[src/rtl/line_read_responder.sv]
// Memory-side line read responder: bursts beats from physical memory into
// one line and keeps a single-entry last-line buffer for repeat reads.
module line_read_responder #(
  parameter int LINE_WIDTH = 256,
  parameter int BEAT_WIDTH = 64
) (
  input  logic                  clk,
  input  logic                  rst,
  input  logic                  mem_read,
  input  logic [31:0]           mem_address,
  output logic [LINE_WIDTH-1:0] mem_rdata,
  output logic                  mem_resp,
  input  logic                  inval,
  output logic                  pmem_read,
  output logic [31:0]           pmem_address,
  input  logic [BEAT_WIDTH-1:0] pmem_rdata,
  input  logic                  pmem_resp
);

  localparam int BEATS = LINE_WIDTH / BEAT_WIDTH;
  localparam int OFFS  = $clog2(LINE_WIDTH / 8);
  localparam int TAGW  = 32 - OFFS;
  localparam int CW    = $clog2(BEATS);

  typedef enum logic [1:0] {
    IDLE,
    BURST,
    RESP
  } state_e;

  state_e                state_q;
  logic [LINE_WIDTH-1:0] line_buf_q;
  logic [TAGW-1:0]       tag_q;
  logic                  valid_q;
  logic                  kill_q;
  logic [CW-1:0]         beat_cnt_q;
  logic [31:0]           req_addr_q;
  logic                  mem_resp_q;
  logic                  pmem_read_q;

  logic hit;
  logic last_beat;
  logic unused_offs;

  assign hit       = valid_q && !inval
                   && (mem_address[31:OFFS] == tag_q);
  assign last_beat = (beat_cnt_q == CW'(BEATS - 1));
  assign unused_offs = ^mem_address[OFFS-1:0];

  assign mem_rdata    = line_buf_q;
  assign mem_resp     = mem_resp_q;
  assign pmem_read    = pmem_read_q;
  assign pmem_address = req_addr_q;

  always_ff @(posedge clk or posedge rst) begin
    if (rst) begin
      state_q     <= IDLE;
      line_buf_q  <= '0;
      tag_q       <= '0;
      valid_q     <= 1'b0;
      kill_q      <= 1'b0;
      beat_cnt_q  <= '0;
      req_addr_q  <= '0;
      mem_resp_q  <= 1'b0;
      pmem_read_q <= 1'b0;
    end else begin
      unique case (state_q)
        IDLE: begin
          if (inval) valid_q <= 1'b0;
          if (mem_read) begin
            if (hit) begin
              mem_resp_q <= 1'b1;
              state_q    <= RESP;
            end else begin
              req_addr_q  <= {mem_address[31:OFFS], {OFFS{1'b0}}};
              beat_cnt_q  <= '0;
              pmem_read_q <= 1'b1;
              state_q     <= BURST;
            end
          end
        end
        BURST: begin
          if (inval) kill_q <= 1'b1;
          if (pmem_resp) begin
            line_buf_q[BEAT_WIDTH*beat_cnt_q +: BEAT_WIDTH] <= pmem_rdata;
            beat_cnt_q <= beat_cnt_q + 1'b1;
            // an invalidate seen anywhere in the burst leaves the line unusable
            if (last_beat) begin
              tag_q       <= req_addr_q[31:OFFS];
              valid_q     <= !(kill_q || inval);
              kill_q      <= 1'b0;
              pmem_read_q <= 1'b0;
              mem_resp_q  <= 1'b1;
              state_q     <= RESP;
            end
          end
        end
        RESP: begin
          if (inval) valid_q <= 1'b0;
          mem_resp_q <= 1'b0;
          state_q    <= IDLE;
        end
        default: state_q <= IDLE;
      endcase
    end
  end

endmodule

[config.mk]
export PLATFORM = sky130hd
export DESIGN_NAME = line_read_responder
export DESIGN_NICKNAME = d
export VERILOG_FILES = /design/src/rtl/line_read_responder.sv
export SDC_FILE = /design/constraint.sdc
export NUM_CORES = 1
export LEC_CHECK = 0
export CAP_MARGIN = 10
export CORE_UTILIZATION = 49
export CTS_BUF_LIST = sky130_fd_sc_hd__clkbuf_8 sky130_fd_sc_hd__clkbuf_16
export DETAILED_ROUTE_END_ITERATION = 10
export PLACE_DENSITY = 0.95
export SYNTH_ARGS = -nofsm -noshare
export SYNTH_HDL_FRONTEND = slang
export SYNTH_SLANG_ARGS = --single-unit
[constraint.sdc]
create_clock -name clk -period 20 [get_ports clk]
set_input_delay 5 -clock clk [delete_from_list [all_inputs] [get_ports clk]]
set_output_delay 5 -clock clk [all_outputs]
set_load 0.05 [all_outputs]
After elaboration in Yosys (flattened, before gate mapping)
Index checks and enable logic that the tools add are counted.

word-level totals
  flip-flop bits (word level) = 318
  bits in latches = 0
  memory bits (writable) = 0
  bits in read-only memories = 0
  input bits = 101
  word-level logic and storage cells = 69
  memories = 0

operators by class
  add/sub/neg operators = 2
  $mul = 0
  divide/modulo/power cells = 0
  magnitude comparators = 0
  eq/ne operators = 10
  shift-type cells = 2
  muxes and demuxes = 27
  bitwise logic cells = 1
  reduce and logical (&&, ||, !) cells = 18

operator list
  operator                   number
  $bwmux 256                 1
  $shift 64x34->256 const A  1
  $shiftx 64x34->256         1
  $neg 8->34                 1
  $eq 27x27->1               1
  $mux 1                     14
  $mux 2                     7
  $ne 2x2->1 const B         5
  $reduce_and 5->1           2
  $reduce_and 3->1           3
  $pmux 2 s2                 2
  $reduce_and 4->1           2
  $eq 2x2->1 const B         2
  $pmux 1 s2                 2
  $reduce_bool 2->1          2
  $pmux 1 s3                 1
  $reduce_bool 3->1          1
  $add 2x1->2 const B        1
  $eq 2x1->1 const B         1
  $logic_and 1x1->1          2
  $logic_not 1->1            2
  $logic_not 2->1            1
  $ne 2x1->1 const B         1
  $reduce_and 2->1           1
  3 further kinds            3

Logic depth before layout (Yosys ltp)
Gate-level depths: netlist of the first run.

  depth after elaboration = 6
  gate-level depth with buffers = 8
  depth with buffers taken out = 7

Worst setup path before layout of the first run
Ideal clock, no wire load.

  path type = input -> register
  start = input mem_address[9]
  end = register req_addr_q[10], in the netlist pmem_address[10]
  library setup time = 0.128 ns
  data arrival time = 6.449 ns
  required time = 19.872 ns
  setup slack = 13.424 ns
  cell stages on the path = 7
  path buffers = 2
  path through = xor2_1 nor4_1 nand4_1 o211ai_2 buf_6 buf_6 mux2_1

on the way
  cells in the longest elaborated chain, start to end = 4

RTL lines
  what                        line  text
  start, declared             10    input logic [31:0] mem_address,
  $eq 27x27->1                46    && (mem_address[31:OFFS] == tag_q);
  $logic_and 1x1->1           46
  $not 1->1 (no line)         --
  $reduce_and 3->1 (no line)  --
  end signal, assigned        75    req_addr_q <= {mem_address[31:OFFS], {OFFS{1'b0}}};
  end, declared               37    logic [31:0] req_addr_q;

Every way passes these cells.
A chain may end at the register's enable or synchronous reset.

==> impl_metrics.json, run 1 <==
{
  "ios": 391,
  "worstPathRequired_ns": 20.55,
  "synth-seq-cells": 318,
  "synth_commonest_cells": "dfrtp_1, a22o_1, mux2_2",
  "cts_resized": 0,
  "synthCells": 794,
  "die_w_um": 158,
  "cts_tree": "built",
  "worstRegToRegCells": 5,
  "cts_hold_buf": 0,
  "hpwl_um": 23100,
  "worstMarginPinSlew_ns": 0.934,
  "final.period_utilization_pct": 36.6,
  "routed_wl_um": 36100,
  "worst_skew_pair.late_latency_ns": 0.55,
  "cp.arrival_ns": 7.86,
  "synth_edf_count": 0,
  "overflow": 0,
  "cp_top_family": "buffers and inverters",
  "fin_ws_ns": 12.69,
  "port_buffers": 380,
  "crit_slowest_cell": "buf_4",
  "start_util_pct": 50.2,
  "slew_headroom_pct": 37.7,
  "syn_avg_cell_area_um2": 14.9,
  "hold_ws_ns": 0.499,
  "via_per_inst": 5.89,
  "fin_crit_ns": 7.31,
  "rows": 56,
  "cp_num_buf_inv": 4,
  "crit_chain": "clkdlybuf4s50_1 > inv_8 > buf_4 > buf_4",
  "nNetsFinal": 1270,
  "cts.htree.levels": 1,
  "clock_path_buffers": 3,
  "core-area_mm2": 0.0236,
  "cts.sink_count": 318,
  "async_flop_share_pct": 100,
  "final_util_pct": 71.6,
  "grt_pass1_wl_um": 53900,
  "drive_above_1_share_pct": 9.96,
  "first_pass_iters": 5,
  "num_vias": 8876,
  "synth_seq_area_share_pct": 67.1,
  "postCtsSetupRepairBufs": 0,
  "drc": 0,
  "cts.clk_slew.worst_paths_ns": 0.06,
  "yosys.area.top_type": "dfrtp_1",
  "hold_start": "kill_q",
  "power_density_mw_per_mm2": 140,
  "yosysMostFrequentCell": "dfrtp_1",
  "gp_congestion": 0.829,
  "grt_pass1_vias": 9313,
  "place_ws_ns": 11.97,
  "cts_buffers": 31,
  "grt_max_degree": 123,
  "synth_flop_cell": "dfrtp_1",
  "crit_path_frequent_cell": "buf_4",
  "route.antenna.remaining_nets": 0,
  "finClkSkew_ns": 0.0154,
  "cap_violations": 0,
  "syn_to_final_growth_pct": 42.6,
  "finalSetupTns_ns": 0,
  "grt_util_all_layers_pct": 28.6,
  "final_hold_viol_count": 0,
  "hold_depth": 2,
  "r2r-end": "mem_rdata[244]",
  "wl_per_cell_um": 24.0,
  "root_buffer": "clkbuf_16",
  "fmax_mhz": 137,
  "slew_violations": 0,
  "first_iter_violations": 629,
  "setup.worst_path.end_class": "async pin",
  "ir_drop_mv": 0.140,
  "cellLeakagePower_uw": 0.00766,
  "status": "completed",
  "hold_path.class": "flop to flop",
  "yosysWarnings": 0,
  "r2r_start": "beat_cnt_q[0]",
  "synth.top_cell.area_share_pct": 67.1,
  "power.total_uw": 2370,
  "synthTopCellsByArea": "dfrtp_1, a22o_1, mux2_2, xor2_1, buf_2",
  "r2r_slack_ns": 16.96,
  "rsz0062_at_grt": "no",
  "hold_path_end": "kill_q",
  "ys_types": 38,
  "antenna_found_initial": 1,
  "die-area_mm2": 0.0248,
  "setup_viol": 0,
  "critPathKind": "input pin to async pin",
  "fp.dieH_um": 158,
  "syn_area_mm2": 0.0119,
  "cp-start-kind": "input pin",
  "slowest_delay_ns": 0.85,
  "critical_path.max_fanout": 122
}
-- registers in the layout (all words and copies together), names as in the netlist --
signal        count
beat_cnt_q        2
kill_q            1
mem_rdata       256
mem_resp          1
pmem_address     27
pmem_read         1
state_q           2
tag_q            27
valid_q           1
-- cell families after synthesis --
group / count (synthesis) / share of synthesized area (%)
xor gates and xnor gates: 27 / 1.99
DFF: 318 / 67.1
and+or+nand+nor: 37 / 1.81
AOI/OAI and AO/OA: 273 / 20.1
adders and majority gates: 9 / 0.949
buffers and inverters: 75 / 2.94
muxes: 54 / 5.13
other: 1 / 0.0316
-- final cells by class --
| class | instances | area (um^2) |
|---|---|---|
| diodes | 2 | 5.00 |
| clock buffers | 40 | 900 |
| clock inverters | 18 | 82.6 |
| fillers | 1452 | 6700 |
| inverters | 8 | 37.5 |
| multi-input cells | 405 | 3610 |
| flip-flops and latches | 318 | 7960 |
| well taps | 319 | 399 |
| repair buffers | 396 | 3920 |
-- through the flow --
step	std cells	cell area (um^2)
2_1_floorplan	798	11900
3_3_place_gp	1446	15900
3_5_place_dp	1446	15900
4_1_cts	1504	16900
5_1_grt	1505	16900
6_report	1506	16900
-- worst min-delay path: cells and delay by family, from the launching register on --
family	cells	cell delay (ns)
flip-flops	1	0.34
AND/OR/NAND/NOR	1	0.07
AO/OA/AOI/OAI	1	0.04
-- worst max path at each step --
| stage | to | slack (ns) | start | cells after the start |
|---|---|---|---|---|
| floorplan | beat_cnt_q[0] | 6.20 | rst | 1 |
| global placement | mem_rdata[158] | 12.06 | rst | 4 |
| detailed placement | mem_rdata[158] | 11.97 | rst | 4 |
| CTS | mem_rdata[149] | 12.57 | rst | 4 |
| global route | mem_rdata[22] | 12.23 | rst | 4 |
| finish | mem_rdata[83] | 12.69 | rst | 4 |
-- layout by cell type, fill, tap and decap left out, types with 5 or more instances in the layout --
cell type,instances
clkdlybuf4s50_1,380
dfrtp_1,318
a22o_1,257
mux2_2,46
clkbuf_16,31
xor2_1,27
inv_1,21
buf_4,16
ha_1,9
clkbuf_8,9
nor4_1,8
mux2_1,8
conb_1,5
-- report_power, final --
group / switching [uW] / internal (uW) / total, uW
Sequential: 95.1 / 782 / 877
Combinational: 593 / 348 / 941
Clock: 239 / 314 / 552
-- layer usage --
layer	up-vias	GRT usage, %	share of wire [%]	wire length (um)
met4	0	12.9	3.8	1370
li1	3746	-	-	-
met2	488	48.5	50	17900
met1	4552	34.6	38	13600
met5	-	0	0	0
met3	90	7.06	9.0	3240
Note: power is estimated with default switching activity, not from simulation.
==> run 2: changes to the inputs <==
Settings changed: CORE_UTILIZATION 49 to 41, PLACE_DENSITY 0.95 to 0.88.
Clock period 20 ns to 6.6 ns, I/O delays scaled along.
==> impl_metrics.json, run 2 (synthesis results as in run 1) <==
{
  "die-area_mm2": 0.0296,
  "slowest_delay_ns": 0.61,
  "hold_ws_ns": 0.500,
  "cellLeakagePower_uw": 0.00771,
  "core-area_mm2": 0.0281,
  "wl_per_cell_um": 22.8,
  "overflow": 0,
  "via_per_inst": 5.65,
  "cts_tree": "built",
  "drc": 0,
  "start_util_pct": 42.2,
  "syn_to_final_growth_pct": 44.4,
  "critPathKind": "input pin to flop",
  "hold_path.class": "flop to flop",
  "p_comb_share_pct": 38.6,
  "fp.dieH_um": 172,
  "postCtsSetupRepairBufs": 0,
  "cp.arrival_ns": 4.42,
  "ios": 391,
  "power_density_mw_per_mm2": 428,
  "antenna_found_initial": 0,
  "rows": 61,
  "busiest_layer": "met2",
  "clkPwrFrac_pct": 25.3,
  "final.period_utilization_pct": 61.2,
  "clock_path_buffers": 3,
  "internal-power_uw": 4520,
  "cap_violations": 0,
  "root_buffer": "clkbuf_16",
  "grt_pass1_wl_um": 54200,
  "slew_violations": 0,
  "largest_reg_flops": 256,
  "worst_skew_pair.late_latency_ns": 0.49,
  "dp_cells": 1506,
  "fin_ws_ns": 2.56,
  "rsz0062_at_grt": "no",
  "met1_usage_pct": 29.1,
  "cts.htree.levels": 2,
  "setup_viol": 0,
  "cp-start-kind": "input pin",
  "cts.sink_count": 318,
  "grt_util_all_layers_pct": 23.8,
  "num_vias": 8854,
  "final_hold_viol_count": 0,
  "met3_usage_pct": 6.73,
  "cp_top_family": "buffers and inverters",
  "power.total_uw": 7330,
  "met2_usage_pct": 40.1,
  "finClkSkew_ns": 0.0133,
  "first_pass_iters": 5,
  "status": "completed",
  "die_w_um": 172,
  "critical_path.max_fanout": 18,
  "fmax_mhz": 248,
  "fin_crit_ns": 4.04,
  "first_iter_violations": 561,
  "place_ws_ns": 2.06,
  "p_sw_uw": 2800,
  "grt_max_degree": 142,
  "ir_drop_mv": 0.347,
  "routed_wl_um": 35700,
  "port_buffers": 380,
  "cp_num_buf_inv": 2,
  "slew_headroom_pct": 36.4,
  "worstPathRequired_ns": 6.98,
  "p_sw_share_pct": 38.2,
  "finalSetupTns_ns": 0,
  "final_cell_mix": "clkdlybuf4s50_1, dfrtp_1, a22o_1, mux2_2, clkbuf_16",
  "crit_chain": "clkdlybuf4s50_1 > xor2_1 > nor4_1 > nand3_1 > o211ai_2 > buf_4 > mux2_2",
  "diodes": 0,
  "cts_hold_buf": 0,
  "grt_pass1_vias": 9239,
  "final_common_cell": "clkdlybuf4s50_1",
  "cts_buffers": 34,
  "fin_cells": 1567,
  "setup.worst_path.end_class": "flop",
  "cts_resized": 0,
  "cts.clk_slew.worst_paths_ns": 0.06,
  "crit_slowest_cell": "o211ai_2",
  "worstMarginPinSlew_ns": 0.954,
  "drive_above_1_share_pct": 10.8,
  "route.antenna.remaining_nets": 0,
  "hpwl_um": 22800,
  "p_seq_share_pct": 36.1,
  "gp_congestion": 0.784,
  "nNetsFinal": 1274
}
[run 2: cell count changes in the layout (fill, tap and decap cells not counted)]
cell,delta
clkinv_2,+8
inv_1,-6
clkbuf_16,+4
clkbuf_8,-4
buf_12,+2
bufinv_16,+2
diode_2,-2
buf_4,-1
inv_8,-1
[run 2: cell type report]
| type | instances | area (um^2) |
|---|---|---|
| Fill cell | 2069 | 11000 |
| Sequential cell | 318 | 7960 |
| Timing Repair Buffer | 397 | 3960 |
| Multi-Input combinational cell | 405 | 3610 |
| Clock buffer | 40 | 945 |
| Tap cell | 378 | 473 |
| Clock inverter | 21 | 153 |
| Inverter | 8 | 33.8 |
[run 2: worst paths after layout]
check / start / end / slack [ns] / cells past startpoint
min in group asynchronous: rst / mem_rdata[129] / 1.72 / 2
max in group asynchronous: rst / mem_rdata[217] / 3.63 / 3
worst max register to register: tag_q[20] / pmem_address[20] / 3.76 / 6
worst min register to register: kill_q / kill_q / 0.50 / 2
worst min-delay path: kill_q / kill_q / 0.50 / 2
worst max-delay path: mem_address[25] / pmem_address[20] / 2.56 / 7
[run 2: tightest hold or removal path, stage by stage, from the launching register on]
cell	delay (ns)
dfrtp_1	0.34
a21oi_1	0.04
nor2_1	0.07
[run 2: layer usage]
layer	part of all wire, %	vias up	wire length [um]
met2	49	425	17600
met4	3.1	0	1100
li1	-	3747	-
met1	39	4607	13800
met5	0	-	0
met3	8.9	75	3160
[run 2: stage by stage]
step,cell area [um^2],utilization (%)
6_report,17100,61.0
5_1_grt,17100,61.0
4_1_cts,17100,61.0
3_5_place_dp,16000,57.1
3_3_place_gp,16000,57.1
2_1_floorplan,11900,-
[run 2: power groups by stage]
stage / Sequential [uW] / Combinational, uW / Clock, uW
after global placement: 2640 / 2780 / 0
after floorplan: 3720 / 788 / 0
after CTS: 2640 / 2850 / 1880
final: 2640 / 2830 / 1850
after detailed placement: 2670 / 2830 / 0
after global routing: 2700 / 2950 / 1960
